File: config.mk
export PLATFORM = sky130hd
export DESIGN_NAME = ff_cell_scheduler
export DESIGN_NICKNAME = d
export VERILOG_FILES = /design/src/rtl/ff_sched_pkg.sv /design/src/rtl/rr_arbiter.sv /design/src/rtl/ff_cell_scheduler.sv
export SDC_FILE = /design/constraint.sdc
export NUM_CORES = 1
export LEC_CHECK = 0
export CAP_MARGIN = 20
export CORE_AREA = 3 3 40 42
export CTS_BUF_LIST = sky130_fd_sc_hd__clkbuf_4
export DETAILED_ROUTE_END_ITERATION = 10
export DIE_AREA = 0 0 43 45
export GPL_TIMING_DRIVEN = 0
export PLACE_DENSITY_LB_ADDON = 0.12
export SLEW_MARGIN = 20
export SYNTH_ARGS = -nofsm -noshare
export SYNTH_HDL_FRONTEND = slang
export SYNTH_SLANG_ARGS = --single-unit
File: constraint.sdc
create_clock -name clk -period 3.2 [get_ports clk]
set_input_delay 0.32 -clock clk [delete_from_list [all_inputs] [get_ports clk]]
set_output_delay 0.32 -clock clk [all_outputs]
set_load 0.03 [all_outputs]
File: src/rtl/ff_sched_pkg.sv
// Shared types and drive-code helpers for the time-multiplexed flip-flop cell scheduler.
package ff_sched_pkg;

  typedef enum logic [1:0] {
    IDLE    = 2'd0,
    RESTORE = 2'd1,
    EXEC    = 2'd2,
    CAPTURE = 2'd3
  } sched_state_e;

  localparam logic [1:0] OP_CLR = 2'b00;
  localparam logic [1:0] OP_TGL = 2'b01;
  localparam logic [1:0] OP_SET = 2'b11;

  // The cell has no hold code; feeding q on both inputs reproduces q.
  function automatic logic [1:0] hold_code(input logic q);
    return {q, q};
  endfunction

  function automatic logic [1:0] restore_code(input logic b);
    return b ? OP_SET : OP_CLR;
  endfunction

endpackage

File: src/rtl/rr_arbiter.sv
// Combinational round-robin arbiter: lowest index at or above ptr wins, wrapping.
module rr_arbiter #(
  parameter int NUM_REQ = 2,
  parameter int IW      = 1
) (
  input  logic [NUM_REQ-1:0] req,
  input  logic [IW-1:0]      ptr,
  output logic [NUM_REQ-1:0] gnt,
  output logic [IW-1:0]      idx
);

  int   j;
  logic found;

  always_comb begin
    gnt   = '0;
    idx   = '0;
    found = 1'b0;
    j     = 0;
    for (int k = 0; k < NUM_REQ; k++) begin
      j = int'(ptr) + k;
      if (j >= NUM_REQ) j = j - NUM_REQ;
      if (!found && req[j]) begin
        found  = 1'b1;
        gnt[j] = 1'b1;
        idx    = IW'(j);
      end
    end
  end

endmodule

File: src/rtl/ff_cell_scheduler.sv
// Shares one registered logic cell among NUM_REQ requesters, each owning a virtual 1-bit register.
module ff_cell_scheduler
  import ff_sched_pkg::*;
#(
  parameter int NUM_REQ = 2
) (
  input  logic                    clk,
  input  logic                    reset_n,
  input  logic [NUM_REQ-1:0]      req_valid,
  input  logic [NUM_REQ-1:0][1:0] req_op,
  output logic [NUM_REQ-1:0]      req_ready,
  output logic [NUM_REQ-1:0]      rsp_valid,
  output logic                    rsp_q,
  output logic [1:0]              cell_entrada,
  output logic                    cell_reset,
  input  logic                    cell_q
);

  localparam int IW = (NUM_REQ > 1) ? $clog2(NUM_REQ) : 1;

  sched_state_e        state_q, state_d;
  logic [IW-1:0]       ptr_q, ptr_d;
  logic [IW-1:0]       win_q, win_d;
  logic [IW-1:0]       owner_q, owner_d;
  logic [1:0]          op_q, op_d;
  logic [NUM_REQ-1:0]  ctx_q, ctx_d;
  logic [NUM_REQ-1:0]  gnt;
  logic [IW-1:0]       gnt_idx;

  rr_arbiter #(.NUM_REQ(NUM_REQ), .IW(IW)) u_arb (
    .req (req_valid),
    .ptr (ptr_q),
    .gnt (gnt),
    .idx (gnt_idx)
  );

  assign cell_reset = ~reset_n;

  // Response is a pure decode of CAPTURE; cell_q already holds the executed result.
  always_comb begin
    rsp_valid = '0;
    rsp_q     = 1'b0;
    if (reset_n && state_q == CAPTURE) begin
      rsp_valid        = NUM_REQ'(1) << win_q;
      rsp_q            = cell_q;
    end
  end

  always_comb begin
    state_d      = state_q;
    ptr_d        = ptr_q;
    win_d        = win_q;
    owner_d      = owner_q;
    op_d         = op_q;
    ctx_d        = ctx_q;
    req_ready    = '0;
    cell_entrada = hold_code(cell_q);
    case (state_q)
      IDLE: begin
        if (|req_valid) begin
          req_ready = reset_n ? gnt : '0;
          win_d     = gnt_idx;
          op_d      = req_op[gnt_idx];
          ptr_d     = (gnt_idx == IW'(NUM_REQ - 1)) ? '0 : gnt_idx + IW'(1);
          state_d   = (gnt_idx == owner_q) ? EXEC : RESTORE;
        end
      end
      RESTORE: begin
        cell_entrada = restore_code(ctx_q[win_q]);
        owner_d      = win_q;
        state_d      = EXEC;
      end
      EXEC: begin
        cell_entrada = op_q;
        state_d      = CAPTURE;
      end
      CAPTURE: begin
        ctx_d[win_q] = cell_q;
        state_d      = IDLE;
      end
      default: state_d = IDLE;
    endcase
  end

  always_ff @(posedge clk) begin
    if (!reset_n) begin
      state_q <= IDLE;
      ptr_q   <= '0;
      win_q   <= '0;
      owner_q <= '0;
      op_q    <= OP_CLR;
      ctx_q   <= '0;
    end else begin
      state_q <= state_d;
      ptr_q   <= ptr_d;
      win_q   <= win_d;
      owner_q <= owner_d;
      op_q    <= op_d;
      ctx_q   <= ctx_d;
    end
  end

endmodule

# Word level (Yosys, flattened, before mapping)
# Cells that the tools add are included.
# word_totals
register_bits,9
in_bits,9
output_inout_bits,8
# classes
add_sub_neg,4
order_cmp,9
n_eq_ne,5
shifts,1
muxes,35
bitwise_logic,2
reduce_logical,9
# op_table
operator,n
greater-or-equal comparator 32 x 1 -> 1 bit (second input constant),2
< comparator 32 x 3 -> 1 bit (second input constant),2
two-way mux 32 bit,2
greater-or-equal comparator 32 x 3 -> 1 bit (second input constant),1
subtractor 32 x 3 -> 32 bit (second input constant),1
two-way mux 2 bit,11
two-way mux 1 bit,16
case mux 2 bit (4 select lines),1
logical AND 1 bit,5
== test 2 bit (second input constant),2
< comparator 1 x 2 -> 1 bit (second input constant),2
case mux 2 bit (2 select lines),1
demux 1 bit (select 1 bit),3
subtractor 1 x 2 -> 3 bit (second input constant),1
adder 1 x 1 -> 2 bit (second input constant),1
bitwise mux 2 bit,1
== test 2 x 1 -> 1 bit (second input constant),1
greater-or-equal comparator 1 x 2 -> 1 bit (second input constant),1
logical NOT 2 bit,1
inequality test 2 bit (second input constant),1
bitwise OR 2 bit,1
AND reduction 2 bit,1
OR reduction 2 bit,1
left shift 1 x 1 -> 2 bit (first input constant),1
5 further kinds,5

# Logic depth before layout (Yosys ltp)
# Gate-level depths: netlist of the first run.
# depth
ltp_word,13
ltp_mapped,6
mapped_depth_nobuf,5

# By module
# Synthesis of the first run repeated with hierarchy kept, for this count alone.
# unflattened
hier_cells,65
area_unflattened_um2,578.1
# by_module_without_submodules
mod,instances,cells_per_inst,area_each_um2,seq_area_each_um2
ff_cell_scheduler,1,61,548.0,180.2
rr_arbiter,1,4,30.0,0.0

# Worst setup path before layout of the first run
# No wires, ideal clock.
# synth_timing
kind,flip-flop to output port
start,register state_q[0]
end,output port cell_entrada[0]
t_arrival_ns,1.322
setup_slack_ns,1.558
path_stages_with_launch,5
path_buffers,0
path_cell_list,dfxtp_1 > inv_1 > ha_1 > nor2_1 > a31oi_1
# synth_between
elab_chain_len,2
# synth_lines
element,line_no,text
start: declaration,ff_cell_scheduler.sv:21,"sched_state_e state_q, state_d;"
start signal: assignment,ff_cell_scheduler.sv:94,state_q <= state_d;
== test 2 bit or == test 2 x 1 -> 1 bit (tied branches),ff_cell_scheduler.sv:58,case (state_q)
case mux 2 bit (2 select lines) *,ff_cell_scheduler.sv:58,
end: declaration,ff_cell_scheduler.sv:14,"output logic [1:0] cell_entrada,"
# Mark *: on every way between the ends. The rest lies on a longest branch, timed or not.

# Worst setup path in the final report of the first run
# Ends and elaborated chain as after synthesis.

==> impl_metrics.env, run 1 <==
export IMPL_portBuffers=15
export IMPL_synth_net_count=82
export IMPL_crit_slowest_cell="clkdlybuf4s50_1"
export IMPL_hold_viol=0
export IMPL_placedCellCount=99
export IMPL_syn_inst=69
export IMPL_cp_data_arrival_time_ns=2.00
export IMPL_ys_ff_latch=9
export IMPL_rows=13
export IMPL_synthAdderAreaFrac=0.0893
export IMPL_routedWlPerCell_um=11.6
export IMPL_path_clk_slew_ns=0.06
export IMPL_htree_levels=1
export IMPL_fin_nets=102
export IMPL_maxSlewHeadroom=0.711
export IMPL_antenna_cells=0
export IMPL_p_per_area_mw_per_mm2=789
export IMPL_cp_start_kind="flip-flop"
export IMPL_post_route_min_period_ns=2.32
export IMPL_setup_ws_ns=0.879
export IMPL_grt_total_usage=0.141
export IMPL_grt_pass1_vias=473
export IMPL_place_gp_congestion=0.797
export IMPL_postCtsHoldBufs=0
export IMPL_start_util=0.436
export IMPL_drive_gt1_frac=0.102
export IMPL_path_cells="inv_1 > ha_1 > nor2_1 > a31oi_1 > clkdlybuf4s50_1"
export IMPL_wl_met3_um=70
export IMPL_cts_num_sinks=9
export IMPL_grt_max_degree=11
export IMPL_final_area_um2=759
export IMPL_grt_overflow_total=0
export IMPL_dp_hpwl_um=917
export IMPL_yosysSeqAreaShare=0.321
export IMPL_routed_wl_um=1200
export IMPL_layout_cells_non_filler=103
export IMPL_wl_met2_um=535
export IMPL_synth_top_family_by_area="simple AND/OR/NAND/NOR gates"
export IMPL_p_total_mw=0.600
export IMPL_drt_first_pass_iters=4
export IMPL_die_x_um=43
export IMPL_hp_class="input pin to flip-flop"
export IMPL_synthXorXnorAreaFrac=0
export IMPL_ant_nets=0
export IMPL_status="complete, no violations"
export IMPL_rsz0062_at_grt="no"
export IMPL_fmax_ghz=0.431
export IMPL_syn_area_per_cell_um2=8.12
export IMPL_slew_viol_final=0
export IMPL_synthesis_area_um2=561
export IMPL_end_kind="output pin"
export IMPL_worst_clock_skew_ns=0.00680
export IMPL_grt_pass1_wl_um=2010
export IMPL_antenna_found_initial=0
export IMPL_syn_to_final_growth_pct=35.5
export IMPL_fp_dieH_um=45
export IMPL_routed_via_density=5.28
export IMPL_ios=17
export IMPL_core_area_mm2=0.00128
export IMPL_die_area_mm2=0.00194
export IMPL_required_ns=2.88
export IMPL_setup_tns_ns=0
export IMPL_yosysWarnings=0
export IMPL_synth_compound_area_frac=0.230
export IMPL_drc_errors=0
export IMPL_place_ws_ns=1.01
export IMPL_first_iter_violations=13
export IMPL_p_leak_nw=0.328
export IMPL_cts_resized=0
export IMPL_cts_max_path_buffers=2
export IMPL_postCtsSetupBuffers=0
export IMPL_cts_root_buf="clkbuf_4"
export IMPL_placed_area_um2=729
export IMPL_yosys_area_share_simple=0.232
export IMPL_clock_latency_ns=0.25
export IMPL_drv_cap=0
export IMPL_numCtsBuffers=3
export IMPL_finalCritPeriodShare=0.725
export IMPL_dr_total_vias=544
export IMPL_ys_types=25
export IMPL_wl_met1_um=569
export IMPL_finalSetupViolCount=0
export IMPL_worstMarginPinSlew_ns=0.431
export IMPL_vdd_drop_max_uv=438
export IMPL_yosys_mux_area_fraction=0.0737
export IMPL_fillers=119
export IMPL_tritoncts="yes"
export IMPL_path_class="flip-flop to output pin"
export IMPL_max_stage_delay_ns=0.69
export IMPL_cp_max_fo=6
export IMPL_routed_top_layer="met4"
-- path summary, 6_finish.rpt --
| kind | cells after the start | from | end | slack [ns] |
|---|---|---|---|---|
| max | 5 | state_q[0] | cell_entrada[0] | 0.88 |
| min | 2 | reset_n | op_q[1] | 0.39 |
| max reg2reg | 6 | state_q[0] | op_q[0] | 1.64 |
| min reg2reg | 2 | ctx_q[1] | ctx_q[1] | 0.49 |
-- critical path: cells and delay by family, from the launching register on --
family,cells,cell delay (ns)
AO/OA/AOI/OAI,1,0.14
adder cells (fa/ha/maj),1,0.38
buffers and inverters,2,0.78
AND/OR/NAND/NOR,1,0.08
flip-flops,1,0.36
-- cell families (layout without fill, tap and decap cells) --
group	Yosys count	count (layout)
flip-flops	9	9
AO/OA/AOI/OAI	18	18
multiplexers	4	4
AND/OR/NAND/NOR	27	27
adder cells (fa/ha/maj)	4	4
buffers and inverters	7	26
-- cells in the mapped netlist, drive strengths merged --
| cell type | number | area (µm²) |
|---|---|---|
| dfxtp | 9 | 180 |
| nand2 | 9 | 33.8 |
| nor2 | 9 | 33.8 |
| a31oi | 4 | 25.0 |
| and3 | 4 | 25.0 |
| ha | 4 | 50.1 |
| inv | 4 | 15.0 |
| mux2i | 3 | 30.0 |
| o21ai | 3 | 15.0 |
| o311a | 3 | 30.0 |
| a21boi | 2 | 15.0 |
| a21oi | 2 | 10.0 |
| buf | 2 | 10.0 |
| nand2b | 2 | 15.0 |
| a311oi | 1 | 8.76 |
| a31o | 1 | 8.76 |
| a32oi | 1 | 8.76 |
| clkbuf | 1 | 5.00 |
| mux2 | 1 | 11.3 |
| nand4b | 1 | 8.76 |
| nor2b | 1 | 6.26 |
| o21a | 1 | 7.51 |
| or2b | 1 | 7.51 |
-- stage by stage --
stage	utilization	hold slack (ns)
after floorplan	-	0.456
after global placement	0.568	0.475
after detailed placement	0.568	0.482
after CTS	0.591	0.391
after global routing	0.591	0.417
final	0.591	0.393
-- cell usage in the layout (no fill, tap or decap) --
cell              n
nand4b_1          1
or2b_1            1
nor2_1            9
a32oi_1           1
nand2b_1          1
a21oi_1           2
a31oi_1           4
o21a_1            1
mux2_2            1
a21boi_0          2
nor2b_1           1
o21ai_0           2
inv_1             4
buf_2             2
mux2i_1           3
dfxtp_1           9
a311oi_1          1
and3_1            4
nand2b_2          1
ha_1              4
clkbuf_4          4
o311a_1           3
clkbuf_2          1
a31o_1            1
clkdlybuf4s50_1  15
o21ai_1           1
nand2_1           9
-- registers in the layout, indices dropped and copies added, names as in the netlist --
register,count
ctx_q,2
op_q,2
state_q,2
owner_q,1
ptr_q,1
win_q,1
-- where the power goes --
part	internal [mW]	switching, mW	total [mW]	leakage (nW)
Sequential	0.143	0.0240	0.167	0.0740
Clock	0.0563	0.0374	0.0937	0.0184
Combinational	0.148	0.192	0.339	0.236
-- area by class of cell --
| class | count | area, µm² | area share |
|---|---|---|---|
| Clock buffer | 4 | 30.0 | 0.0395 |
| Tap cell | 15 | 18.8 | 0.0247 |
| Multi-Input combinational cell | 53 | 350 | 0.461 |
| Sequential cell | 9 | 180 | 0.237 |
| Inverter | 4 | 15.0 | 0.0198 |
| Timing Repair Buffer | 15 | 150 | 0.198 |
| Buffer | 3 | 15.0 | 0.0198 |
-- metal layers --
| layer | global-route usage | vias to the layer above |
|---|---|---|
| met1 | 0.183 | 243 |
| met3 | 0.0279 | 2 |
| met5 | 0 | - |
| met4 | 0.108 | 0 |
| met2 | 0.207 | 14 |
| li1 | - | 285 |
(Power assumes the default switching activity.)
==> run 2, diff against run 1 <==
--- a/config.mk
+++ b/config.mk
@@ -6,10 +6,10 @@
 export NUM_CORES = 1
 export LEC_CHECK = 0
 export CAP_MARGIN = 20
-export CORE_AREA = 3 3 40 42
+export CORE_MARGIN = 3
+export CORE_UTILIZATION = 42
 export CTS_BUF_LIST = sky130_fd_sc_hd__clkbuf_4
 export DETAILED_ROUTE_END_ITERATION = 10
-export DIE_AREA = 0 0 43 45
 export GPL_TIMING_DRIVEN = 0
 export PLACE_DENSITY_LB_ADDON = 0.12
 export SLEW_MARGIN = 20
==> constraint.sdc (replaced) <==
create_clock -name clk -period 1.92 [get_ports clk]
set_input_delay 0.192 -clock clk [delete_from_list [all_inputs] [get_ports clk]]
set_output_delay 0.192 -clock clk [all_outputs]
set_load 0.03 [all_outputs]
==> run 2 against run 1 <==
Net effect: critical endpoint is now req_ready[1]; register-to-register slack worse by 1.3 ns; non-clock buffer count unchanged; wire length increased by 9.3%; worst hold slack worse by 0.11 ns; critical path type unchanged; first-iteration DRC count shrank 15%; clock power grew 75%; die area down 6.5%; clock skew down 0.0047 ns; total power is 60% higher; count of clock-buffer cells in the layout unchanged; combinational power is 52% higher.
==> impl_metrics.env, run 2 (synthesis results as in run 1) <==
export IMPL_dr_total_vias=554
export IMPL_start_util=0.479
export IMPL_clock_latency_ns=0.26
export IMPL_vdd_drop_max_uv=608
export IMPL_dp_hpwl_um=972
export IMPL_antenna_cells=0
export IMPL_grt_pass1_vias=455
export IMPL_slew_viol_final=0
export IMPL_path_class="flip-flop to output pin"
export IMPL_fp_dieH_um=42.5
export IMPL_critPathBufInv=3
export IMPL_rows=12
export IMPL_grt_pass1_wl_um=2090
export IMPL_die_x_um=42.5
export IMPL_cp_start_kind="flip-flop"
export IMPL_htree_levels=1
export IMPL_drive_gt1_frac=0.136
export IMPL_finalSetupViolCount=0
export IMPL_drt_first_pass_iters=4
export IMPL_setup_tns_ns=0
export IMPL_die_area_mm2=0.00181
export IMPL_path_clk_slew_ns=0.07
export IMPL_hold_viol=0
export IMPL_cp_data_arrival_time_ns=1.60
export IMPL_grt_total_usage=0.146
export IMPL_grt_max_degree=11
export IMPL_p_leak_nw=0.390
export IMPL_syn_to_final_growth_pct=33.7
export IMPL_p_per_area_mw_per_mm2=1280
export IMPL_post_route_min_period_ns=1.79
export IMPL_ant_nets=0
export IMPL_tritoncts="yes"
export IMPL_first_iter_violations=11
export IMPL_maxSlewHeadroom=0.715
export IMPL_largest_registers="ctx_q x2, op_q x2, state_q x2"
export IMPL_cp_top_family="buffers and inverters"
export IMPL_place_gp_congestion=0.765
export IMPL_final_core_util=0.640
export IMPL_fillers=117
export IMPL_drc_errors=0
export IMPL_core_area_mm2=0.00117
export IMPL_drv_cap=0
export IMPL_antenna_found_initial=0
export IMPL_cts_root_buf="clkbuf_4"
export IMPL_end_kind="output pin"
export IMPL_fmax_ghz=0.557
export IMPL_hp_class="input pin to flip-flop"
export IMPL_setup_ws_ns=0.126
export IMPL_numCtsBuffers=3
export IMPL_fin_nets=102
export IMPL_rsz0062_at_grt="no"
export IMPL_ios=17
export IMPL_final_cell_mix="9 x nand2_1, 9 x nor2_1, 9 x dfxtp_1, 8 x clkdlybuf4s50_1"
export IMPL_max_stage_delay_ns=0.40
export IMPL_cts_max_path_buffers=2
export IMPL_cts_num_sinks=9
export IMPL_routed_via_density=5.43
export IMPL_required_ns=1.73
export IMPL_crit_slowest_cell="dlygate4sd2_1"
export IMPL_worst_clock_skew_ns=0.00209
export IMPL_place_ws_ns=-0.0267
export IMPL_routedWlPerCell_um=12.8
export IMPL_grt_overflow_total=0
export IMPL_portBuffers=15
export IMPL_status="complete, no violations"
export IMPL_routed_wl_um=1310
export IMPL_cp_max_fo=9
export IMPL_finalCritPeriodShare=0.935
export IMPL_path_cells="inv_1 > ha_1 > buf_2 > nand2_1 > nor2_1 > dlygate4sd2_1"
export IMPL_worstMarginPinSlew_ns=0.424
[run 2: layout make-up]
cell class / instances / area [µm²] / share of cell area
clock buffer: 4 / 30.0 / 0.0401
buffer: 3 / 15.0 / 0.0200
inverter: 4 / 15.0 / 0.0200
multi-input combinational: 53 / 350 / 0.467
timing repair buffer: 15 / 141 / 0.189
tap: 14 / 17.5 / 0.0234
sequential: 9 / 180 / 0.240
[run 2: path summary, 6_finish.rpt]
check | from | endpoint | slack (ns) | depth (start not counted)
max reg2reg | state_q[0] | op_q[0] | 0.37 | 6
max | state_q[0] | req_ready[1] | 0.13 | 6
min | reset_n | op_q[1] | 0.28 | 2
min reg2reg | ctx_q[0] | ctx_q[0] | 0.49 | 2
[run 2: where the power goes]
group	switching [mW]	total (mW)	internal, mW
logic	0.314	0.515	0.201
clock network	0.0694	0.164	0.0942
registers	0.0413	0.279	0.238
total	0.425	0.957	0.533
[run 2: worst reg2reg max path, stage by stage, from the launching register on]
cell     delay, ns
dfxtp_1       0.36
inv_1         0.09
ha_1          0.19
buf_2         0.17
o21ai_1       0.25
or2b_1        0.27
o311a_1       0.11
[run 2: per-layer routing]
metal	GRT usage	wire, µm	vias to the layer above
met1	0.182	633	249
met2	0.252	608	18
met5	0	0	-
met3	0.0300	67	0
met4	0.0373	0	0
li1	-	-	287
[run 2: through the flow]
stage          cells  area [µm²]  hold WS, ns  power, mW
2_1_floorplan     69         561        0.336      0.663
3_3_place_gp      98         728        0.471      0.834
3_5_place_dp      98         728        0.481      0.838
4_1_cts          102         753        0.272      0.965
5_1_grt          102         749        0.281       1.03
6_report         102         749        0.282      0.957
[run 2: repair_timing]
item / in CTS / in global routing
setup endpoints to repair: 4 / 6
resized for setup: 4 / 11
hold buffers: 0 / 0
buffers inserted: 0 / 0
gates cloned: 0 / 0
pin swaps: 0 / 0
==> run 3, diff against run 2 <==
--- a/config.mk
+++ b/config.mk
@@ -6,8 +6,10 @@
 export NUM_CORES = 1
 export LEC_CHECK = 0
 export CAP_MARGIN = 20
-export CORE_MARGIN = 3
-export CORE_UTILIZATION = 42
+export CELL_PAD_IN_SITES_DETAIL_PLACEMENT = 2
+export CELL_PAD_IN_SITES_GLOBAL_PLACEMENT = 2
+export CORE_MARGIN = 2
+export CORE_UTILIZATION = 24
 export CTS_BUF_LIST = sky130_fd_sc_hd__clkbuf_4
 export DETAILED_ROUTE_END_ITERATION = 10
 export GPL_TIMING_DRIVEN = 0
==> run 3 against run 2 <==
Net effect: clock power down 5%; flip-flop and latch count stayed put; fmax up 0.88%; final area up 2.5%; non-clock buffer count did not move; critical path depth unchanged; wire length rose by 17%; final cell count up 14%; critical endpoint is now req_ready[0]; largest power group unchanged; highest routed layer unchanged.
==> impl_metrics.env, run 3 (synthesis results as in run 1) <==
export IMPL_crit_slowest_cell="clkdlybuf4s15_1"
export IMPL_grt_max_degree=11
export IMPL_p_total_mw=0.965
export IMPL_antenna_cells=0
export IMPL_drc_errors=0
export IMPL_maxSlewHeadroom=0.721
export IMPL_ant_nets=0
export IMPL_die_area_mm2=0.00274
export IMPL_routedWlPerCell_um=13.2
export IMPL_placed_area_um2=746
export IMPL_path_cells="inv_1 > ha_1 > buf_2 > nand2_1 > nor2_1 > clkdlybuf4s15_1"
export IMPL_die_x_um=52.3
export IMPL_switchingPower_mw=0.430
export IMPL_numCtsBuffers=3
export IMPL_max_stage_delay_ns=0.37
export IMPL_cp_data_arrival_time_ns=1.59
export IMPL_internal_power_mw=0.535
export IMPL_drive_gt1_frac=0.136
export IMPL_routed_via_density=4.80
export IMPL_multi_input_area_um2=350
export IMPL_cts_max_path_buffers=2
export IMPL_path_class="flip-flop to output pin"
export IMPL_place_gp_congestion=0.707
export IMPL_grt_pass1_wl_um=2480
export IMPL_worst_clock_skew_ns=0.000494
export IMPL_htree_levels=1
export IMPL_rsz0062_at_grt="no"
export IMPL_fillers=266
export IMPL_clkPwrFrac=0.160
export IMPL_final_cell_mix="9 x nand2_1, 9 x nor2_1, 9 x dfxtp_1, 8 x clkdlybuf4s50_1"
export IMPL_rows=17
export IMPL_antenna_found_initial=0
export IMPL_p_per_area_mw_per_mm2=1260
export IMPL_fp_dieH_um=52.3
export IMPL_syn_to_final_growth_pct=37.1
export IMPL_place_ws_ns=-0.0761
export IMPL_drv_cap=0
export IMPL_path_clk_slew_ns=0.06
export IMPL_routed_wl_um=1530
export IMPL_post_route_min_period_ns=1.78
export IMPL_cts_num_sinks=9
export IMPL_seq_area_um2=180
export IMPL_final_area_um2=768
export IMPL_p_leak_nw=0.387
export IMPL_slew_viol_final=0
export IMPL_setup_ws_ns=0.141
export IMPL_cts_root_buf="clkbuf_4"
export IMPL_finalSetupViolCount=0
export IMPL_dp_hpwl_um=1190
export IMPL_grt_overflow_total=0
export IMPL_largest_registers="ctx_q x2, op_q x2, state_q x2"
export IMPL_hp_class="input pin to flip-flop"
export IMPL_vdd_drop_max_uv=722
export IMPL_ios=17
export IMPL_worstMarginPinSlew_ns=0.416
export IMPL_layout_cells_non_filler=116
export IMPL_end_kind="output pin"
export IMPL_start_util=0.253
export IMPL_dr_total_vias=557
export IMPL_grt_pass1_vias=542
export IMPL_cp_max_fo=9
export IMPL_core_area_mm2=0.00221
export IMPL_hold_viol=0
export IMPL_cp_start_kind="flip-flop"
export IMPL_netSwitchingFraction=0.446
export IMPL_tritoncts="yes"
export IMPL_fmax_ghz=0.562
export IMPL_finalCritPeriodShare=0.926
export IMPL_status="complete, no violations"
export IMPL_placedCellCount=112
export IMPL_combPwrFrac=0.548
export IMPL_drt_first_pass_iters=3
export IMPL_fin_nets=102
export IMPL_grt_total_usage=0.123
export IMPL_hold_ws_ns=0.283
export IMPL_required_ns=1.73
export IMPL_postCtsHoldBufs=0
export IMPL_seq_power_share=0.291
export IMPL_clock_latency_ns=0.25
export IMPL_first_iter_violations=2
export IMPL_portBuffers=15
-- run 3: path summary, 6_finish.rpt --
check	cells after the start	start	slack, ns	endpoint
max	6	state_q[1]	0.14	req_ready[0]
min	2	reset_n	0.28	op_q[1]
max reg2reg	6	state_q[0]	0.37	op_q[0]
min reg2reg	2	ctx_q[0]	0.50	ctx_q[0]
-- run 3: worst max-delay path, delay by kind of cell (launching register included) --
kind	cells	cell delay, ns
fa+ha+maj	1	0.15
buf+inv	3	0.66
flops	1	0.32
simple gates	2	0.20
-- run 3: cell type report --
class                           count  share of cell area
Sequential cell                     9               0.235
Inverter                            4              0.0195
Buffer                              3              0.0195
Timing Repair Buffer               15               0.186
Clock buffer                        4              0.0391
Multi-Input combinational cell     53               0.456
Tap cell                           28              0.0456
-- run 3: routing by layer --
layer | GRT usage | vias to the layer above | share of wire | routed length, µm
li1 | - | 285 | - | -
met1 | 0.147 | 258 | 0.45 | 694
met2 | 0.213 | 14 | 0.49 | 752
met3 | 0.0429 | 0 | 0.055 | 85
met4 | 0.0256 | 0 | 0 | 0
met5 | 0 | - | 0 | 0
-- run 3: metrics by stage --
step | util | TNS (ns)
2_1_floorplan | - | 0
4_1_cts | 0.349 | 0
6_report | 0.347 | 0
3_5_place_dp | 0.337 | -0.100
5_1_grt | 0.347 | 0
3_3_place_gp | 0.337 | -0.0424
-- run 3: power groups by stage --
| stage | clock network [mW] | logic (mW) | registers, mW |
|---|---|---|---|
| floorplan | 0 | 0.393 | 0.270 |
| global placement | 0 | 0.566 | 0.286 |
| detailed placement | 0 | 0.576 | 0.287 |
| CTS | 0.165 | 0.550 | 0.283 |
| global route | 0.172 | 0.593 | 0.293 |
| finish | 0.155 | 0.529 | 0.281 |
-- run 3: what timing repair did --
| action | in CTS | in global routing |
|---|---|---|
| endpoints found under the hold margin | 0 | 0 |
| endpoints found under the setup margin | 4 | 7 |
| buffers inserted | 0 | 0 |
| gates cloned | 0 | 0 |
| gates resized for setup | 5 | 11 |
==> edit 1 (flow settings as in run 2) <==
Re-encode `sched_state_e` (4 states) as Gray code, 2 bits wide.
--- a/src/rtl/ff_sched_pkg.sv
+++ b/src/rtl/ff_sched_pkg.sv
@@ -2,10 +2,10 @@
 package ff_sched_pkg;
 
   typedef enum logic [1:0] {
-    IDLE    = 2'd0,
-    RESTORE = 2'd1,
-    EXEC    = 2'd2,
-    CAPTURE = 2'd3
+    IDLE    = 2'b00,
+    RESTORE = 2'b01,
+    EXEC    = 2'b11,
+    CAPTURE = 2'b10
   } sched_state_e;
 
   localparam logic [1:0] OP_CLR = 2'b00;
Function: same outputs for any inputs over 10 cycles, from zero or initial values and one cycle with reset_n low; not proved beyond that.
==> edit 1 against run 2 <==
Routed wire length shrank 18%. Setup slack worse by 0.034 ns. Sequential share of layout area grew 1.4 points. Design area shrank 5.5%. Sequential cell count is the same. Synthesized area fell by 6.0%. Clock skew grew 0.00077 ns. Register-to-register slack gained 0.37 ns. Critical path type unchanged.
Power is not compared: it rests on default switching activity, and its combinational part moved more than twofold at a synthesized area within 25%.
==> edit 1: results (changes against run 2) <==
VDD_IR_DROP_MAX_mV=0.4175
MIN_PATH_TYPE='in2reg'
GLOBAL_ROUTE_WIRE_LENGTH_BEFORE_REPAIR_UM=1787  # -14%
CTS.CLK_SLEW.WORST_PATHS_NS=0.06
SYNTH_CELL_TYPE_COUNT=31  # +24%
NUM_ANTENNA_CELLS=0  # unchanged
DRTPASS1ITERATIONS=4  # unchanged
PLACE_HPWL_UM=852.5  # -12%
SLEW-LIMIT-HEADROOM=0.7726  # +0.05746
PART_OF_THE_YOSYS_AREA_USED_FOR_SEQUENTIAL_ELEMENTS=0.3420  # +0.02061
CAP_VIOL_MAX_COUNT=0  # unchanged
DRT-INITIAL-DRC-COUNT=9  # -2
IO_BUFFERS=14  # -1
POST_SYNTH_MAIN_AREA_CONTRIBUTORS='dfxtp_1 (34%), mux2i_1 (5.7%), nor3_1 (5.7%)'
GRT_ANTENNA_BEFORE_REPAIR=0  # unchanged
TIMING.CRITICAL_PATH.ARRIVAL_NS=1.64  # +0.04 ns
LAYOUT.NETS=94  # -7.8%
GATE_COUNT_AFTER_TECHNOLOGY_MAPPING=66  # -4.3%
TOP_CELLS_BY_INSTANCE_COUNT_AFTER_SYNTHESIS='dfxtp_1 (9), nor3_1 (6), nand2_1 (5), nor2_1 (5)'
CTS-ROOT-TO-SINK-BUFFERS=2  # unchanged
YOSYS_WARNINGS=0  # unchanged
FINAL_CELLS=98  # -3.9%
POST_ROUTE_CELLS_DRIVE_ABOVE_1_SHARE=0.1548  # +0.01840
PLEAK_nW=0.3041
CTS_MADE_BUFFERS=3  # unchanged
GP_CONGESTION=0.7658  # +0.13%
FINCLKSKEW_NS=0.002868  # +0.0007733 ns
POSTSYNTH.TOPFLOPCELL='dfxtp_1'
VIAS=532  # -4.0%
CTSHTREEMAXLEVEL=1  # unchanged
CRIT_PATH_MAX_FANOUT=10  # +1
LARGESTREGISTERS='ctx_q: 2 flops, op_q: 2 flops, state_q: 2 flops'
NUMBER_OF_GLOBAL_ROUTE_VIAS_BEFORE_REPAIR=425  # -6.6%
SYN-NUM-NETS=75  # -8.5%
LARGEST_NET_DEGREE_AT_THE_START_OF_GLOBAL_ROUTING=11  # unchanged
RUN_STATUS='complete, no violations'
SETUP_FIX_BUFFERS_ADDED_AFTER_CLOCK_TREE_SYNTHESIS=0  # unchanged
CTS-RESIZED-GATES=5  # +1
DETAILED_PLACE.AREA_UM2=684.4  # -6.0%
GLOBAL_ROUTE_USAGE_SUM=0.1285  # -0.01765
INSERTION_DELAY_NS=0.25
SYNTH-ASYNC-RESET-RATIO=0  # unchanged
WL_PER_CELL_UM=10.98  # -14%
P_SW_FRAC=0.2965
ROOT_BUFFER='clkbuf_4'
==> edit 1: layout make-up <==
class / count / area (um2)
Clock buffer: 4 / 30.03
Multi-Input combinational cell: 49 / 302.8
Fill cell: 114 / 432.9
Buffer: 6 / 36.28
Inverter: 2 / 7.507
Timing Repair Buffer: 14 / 133.9
Tap cell: 14 / 17.52
Sequential cell: 9 / 180.2
==> edit 1: power by group through the flow <==
stage / clock (W) / sequential, W / combinational, W
2_1_floorplan: 0 / 0.000214 / 0.000118
3_3_place_gp: 0 / 0.000216 / 0.000169
3_5_place_dp: 0 / 0.000216 / 0.000170
4_1_cts: 0.000158 / 0.000212 / 0.000164
5_1_grt: 0.000171 / 0.000214 / 0.000180
6_report: 0.000152 / 0.000212 / 0.000163
==> edit 1: layer usage <==
metal / routed length [um] / up-vias / track usage
li1: - / 273 / -
met1: 466 / 244 / 0.1579
met2: 540 / 15 / 0.2222
met3: 69 / 0 / 0.02597
met4: 0 / 0 / 0.03846
met5: 0 / - / 0
==> edit 1: logic make-up after synthesis <==
kind of cell | Yosys count | share of synthesized area
DFF | 9 | 0.3420
AOI/OAI and AO/OA | 17 | 0.2304
buffers and inverters | 8 | 0.08313
and+or+nand+nor | 29 | 0.2875
muxes | 3 | 0.05701
==> edit 1: per-stage QoR <==
stage	setup slack [ns]	util	hold WS, ns	power, W	setup TNS [ns]
finish	0.09180	0.6206	0.2577	0.0005271	0
global route	0.007685	0.6206	0.2621	0.0005648	0
CTS	0.08509	0.6206	0.2542	0.0005338	0
detailed placement	-0.07548	0.5998	0.5054	0.0003862	-0.1746
global placement	-0.07680	0.5998	0.4779	0.0003841	-0.1778
floorplan	0.2584	-	0.3391	0.0003321	0
==> edit 1: final timing paths <==
kind | from | endpoint | slack, ns | depth (start not counted)
worst max-delay path | state_q[1]$_SDFFE_PN0P_ | cell_entrada[1] | 0.09 | 5
worst min-delay path | reset_n | op_q[1]$_SDFFE_PN0P_ | 0.26 | 2
worst max register to register | state_q[0]$_SDFFE_PN0P_ | op_q[0]$_SDFFE_PN0P_ | 0.74 | 4
worst min register to register | ptr_q$_SDFFE_PN0P_ | ptr_q$_SDFFE_PN0P_ | 0.51 | 2
==> edit 1: critical path, cell delays in order, from the launching register on <==
cell and delay, ns:
dfxtp_1 0.30, buf_4 0.16, nand2b_1 0.18, o22ai_1 0.22, a31o_2 0.14, dlygate4sd2_1 0.39
==> edit 2 (settings of run 2) <==
Made on the original files. `NUM_REQ` is set to 2 in 2 places; all go to 4.
--- a/src/rtl/rr_arbiter.sv
+++ b/src/rtl/rr_arbiter.sv
@@ -1,6 +1,6 @@
 // Combinational round-robin arbiter: lowest index at or above ptr wins, wrapping.
 module rr_arbiter #(
-  parameter int NUM_REQ = 2,
+  parameter int NUM_REQ = 4,
   parameter int IW      = 1
 ) (
   input  logic [NUM_REQ-1:0] req,
--- a/src/rtl/ff_cell_scheduler.sv
+++ b/src/rtl/ff_cell_scheduler.sv
@@ -2,7 +2,7 @@
 module ff_cell_scheduler
   import ff_sched_pkg::*;
 #(
-  parameter int NUM_REQ = 2
+  parameter int NUM_REQ = 4
 ) (
   input  logic                    clk,
   input  logic                    reset_n,
Interface: changed (resized req_op, req_ready, req_valid and rsp_valid); port bits go from 17 to 27. No check against the original RTL was run, so the function may have changed too.
==> edit 2 against run 2 <==
The run now ends with setup timing left. Design area rose to 2.7 times the old value. Count of clock-buffer cells in the layout is 1 lower. Routed wire length grew to 2.9 times the old value. Synthesized area is 150% higher. Critical path depth is 8 higher. Sequential power grew 69%. Clock skew is 0.0092 ns higher. Power grew to 3.4 times the old value. Sequential cell count rose by 5. Setup slack worse by 0.99 ns. Largest cell class unchanged.
==> edit 2: results (changes against run 2) <==
DETAILED_PLACE.AREA_UM2=1749  # +140%
YOSYS_WARNINGS=0  # unchanged
NUM_ANTENNA_CELLS=0  # unchanged
RUN_STATUS='finished, violations left'
ROUTED_VIA_DENSITY=5.635  # +3.7%
GRT_ANTENNA_BEFORE_REPAIR=0  # unchanged
GRTUSAGEMET1=0.2678  # +0.08579
LARGEST_REGISTER_FF_COUNT=4
POST_ROUTE_CELLS_DRIVE_ABOVE_1_SHARE=0.3242  # +0.1878
SLEW-LIMIT-HEADROOM=0.5757  # -0.1394
SYNTH-ASYNC-RESET-RATIO=0  # unchanged
INSERTION_DELAY_NS=0.29  # +0.03 ns
LARGEST_NET_DEGREE_AT_THE_START_OF_GLOBAL_ROUTING=11  # unchanged
PLACE_HPWL_UM=2692  # +180%
DRTPASS1ITERATIONS=4  # unchanged
GLOBAL_ROUTE_WIRE_LENGTH_BEFORE_REPAIR_UM=6679  # +220%
CTS-ROOT-TO-SINK-BUFFERS=2  # unchanged
POSTLAYOUTSETUPSLACKWORST_NS=-0.8692  # -0.9949 ns
SYN-NUM-NETS=199  # +140%
CTS.CLK_SLEW.WORST_PATHS_NS=0.09  # +0.02 ns
GR-USAGE-MET3=0.05526  # +0.02522
DRT_WL_TOTAL_UM=3833  # +190%
CTS_MADE_BUFFERS=3  # unchanged
DP_CELLS=245  # +150%
FIN_TNS_SETUP_NS=-9.184  # -9.184 ns
FINCLKSKEW_NS=0.01127  # +0.009177 ns
PART_OF_THE_YOSYS_AREA_USED_FOR_SEQUENTIAL_ELEMENTS=0.2023  # -0.1191
POST_SYNTH_MAIN_AREA_CONTRIBUTORS='dfxtp_1 (20%), mux2i_1 (9.4%), mux4_2 (8.1%)'
GRT.MET2_USAGE=0.3312  # +0.07888
MIN_PATH_TYPE='reg2reg'
LAYOUT.NETS=244  # +140%
GP_CONGESTION=0.8165  # +6.8%
VIAS=1482  # +170%
VIOLATIONS='setup timing'
VDD_IR_DROP_MAX_mV=0.6625  # +8.9%
CRIT_PATH_MAX_FANOUT=6  # -3
FILLERS=283  # +140%
DPL_WORST_SLACK_NS=-1.404  # -1.377 ns
SYNTH_CELL_TYPE_COUNT=37  # +48%
REGISTERS.TOP_BY_FF_COUNT='ctx_q'
TOP_CELLS_BY_INSTANCE_COUNT_AFTER_SYNTHESIS='nor2_1 (22), a21oi_1 (15), dfxtp_1 (14), nand2_1 (14)'
TIMING.FINAL.SETUP_VIOLATIONS=12  # +12
DRT-INITIAL-DRC-COUNT=107  # +96
CTSHTREEMAXLEVEL=1  # unchanged
SYNTHESIS.AREA_PER_INSTANCE_UM2=7.870  # -3.1%
GLOBAL_ROUTE_USAGE_SUM=0.2032  # +0.05710
TIMING.CRITICAL_PATH.ARRIVAL_NS=3.02  # +1.42 ns
ROOT_BUFFER='clkbuf_4'
IO_BUFFERS=25  # +10
PLEAK_nW=0.7986  # +100%
[edit 2: cell types whose count changed after synthesis, moves of 6 or more]
| cell | run 2 | this run |
|---|---|---|
| clkbuf_1 | 0 | 9 |
| mux2i_1 | 3 | 13 |
| o211ai_1 | 0 | 6 |
| a21oi_1 | 2 | 15 |
| o21ai_0 | 2 | 13 |
| nor3_1 | 0 | 8 |
| inv_1 | 4 | 10 |
| nor2_1 | 9 | 22 |
[edit 2: final cells by class]
cell class | instances | area, um2 | area share
Buffer | 9 | 76.32 | 0.03834
Clock buffer | 3 | 22.52 | 0.01131
Inverter | 11 | 45.04 | 0.02263
Multi-Input combinational cell | 140 | 1126 | 0.5657
Sequential cell | 14 | 289.0 | 0.1452
Tap cell | 44 | 55.05 | 0.02766
Timing Repair Buffer | 42 | 376.6 | 0.1892
[edit 2: critical path: stages, from the launching register on]
cell and delay, ns:
dfxtp_4 0.36, buf_8 0.10, inv_4 0.03, buf_8 0.11, ha_4 0.27, mux4_2 0.59
buf_6 0.18, buf_6 0.11, buf_6 0.11, buf_6 0.11, o211ai_1 0.15, a21o_1 0.15
nand3_2 0.07, mux2_4 0.28, a21oi_2 0.13
[edit 2: report_power, final]
group / internal [W] / leakage, nW / switching, W
clock network: 0.0000730 / 0.0138 / 0.0000961
registers: 0.000385 / 0.116 / 0.0000875
logic: 0.00126 / 0.669 / 0.00132
[edit 2: cells by family after synthesis]
group / Yosys count / synth area share
AOI/OAI and AO/OA: 50 / 0.2376
xor gates and xnor gates: 3 / 0.01897
adders and majority gates: 8 / 0.07227
buffers and inverters: 22 / 0.06594
DFF: 14 / 0.2023
muxes: 21 / 0.1996
and+or+nand+nor: 58 / 0.2033
[edit 2: worst paths after layout]
kind | start | end | slack (ns) | cells past startpoint
worst max-delay path | ptr_q[0]$_SDFFE_PN0P_ | op_q[1]$_SDFFE_PN0P_ | -0.87 | 14
worst min-delay path | ctx_q[1]$_SDFFE_PN0P_ | ctx_q[1]$_SDFFE_PN0P_ | 0.50 | 2
worst max register to register | ptr_q[0]$_SDFFE_PN0P_ | op_q[1]$_SDFFE_PN0P_ | -0.87 | 14
worst min register to register | ctx_q[1]$_SDFFE_PN0P_ | ctx_q[1]$_SDFFE_PN0P_ | 0.50 | 2
[edit 2: per-layer routing]
layer | vias up | share of wire
li1 | 730 | -
met1 | 709 | 0.46
met5 | - | 0
met4 | 0 | 0.0070
met2 | 39 | 0.47
met3 | 4 | 0.056
[edit 2: repair_timing]
item / in CTS / in global routing
hold endpoints to repair: 0 / 0
resized for setup: 75 / 15
setup endpoints to repair: 20 / 19
buffers inserted: 15 / 2
pin swaps: 18 / 10
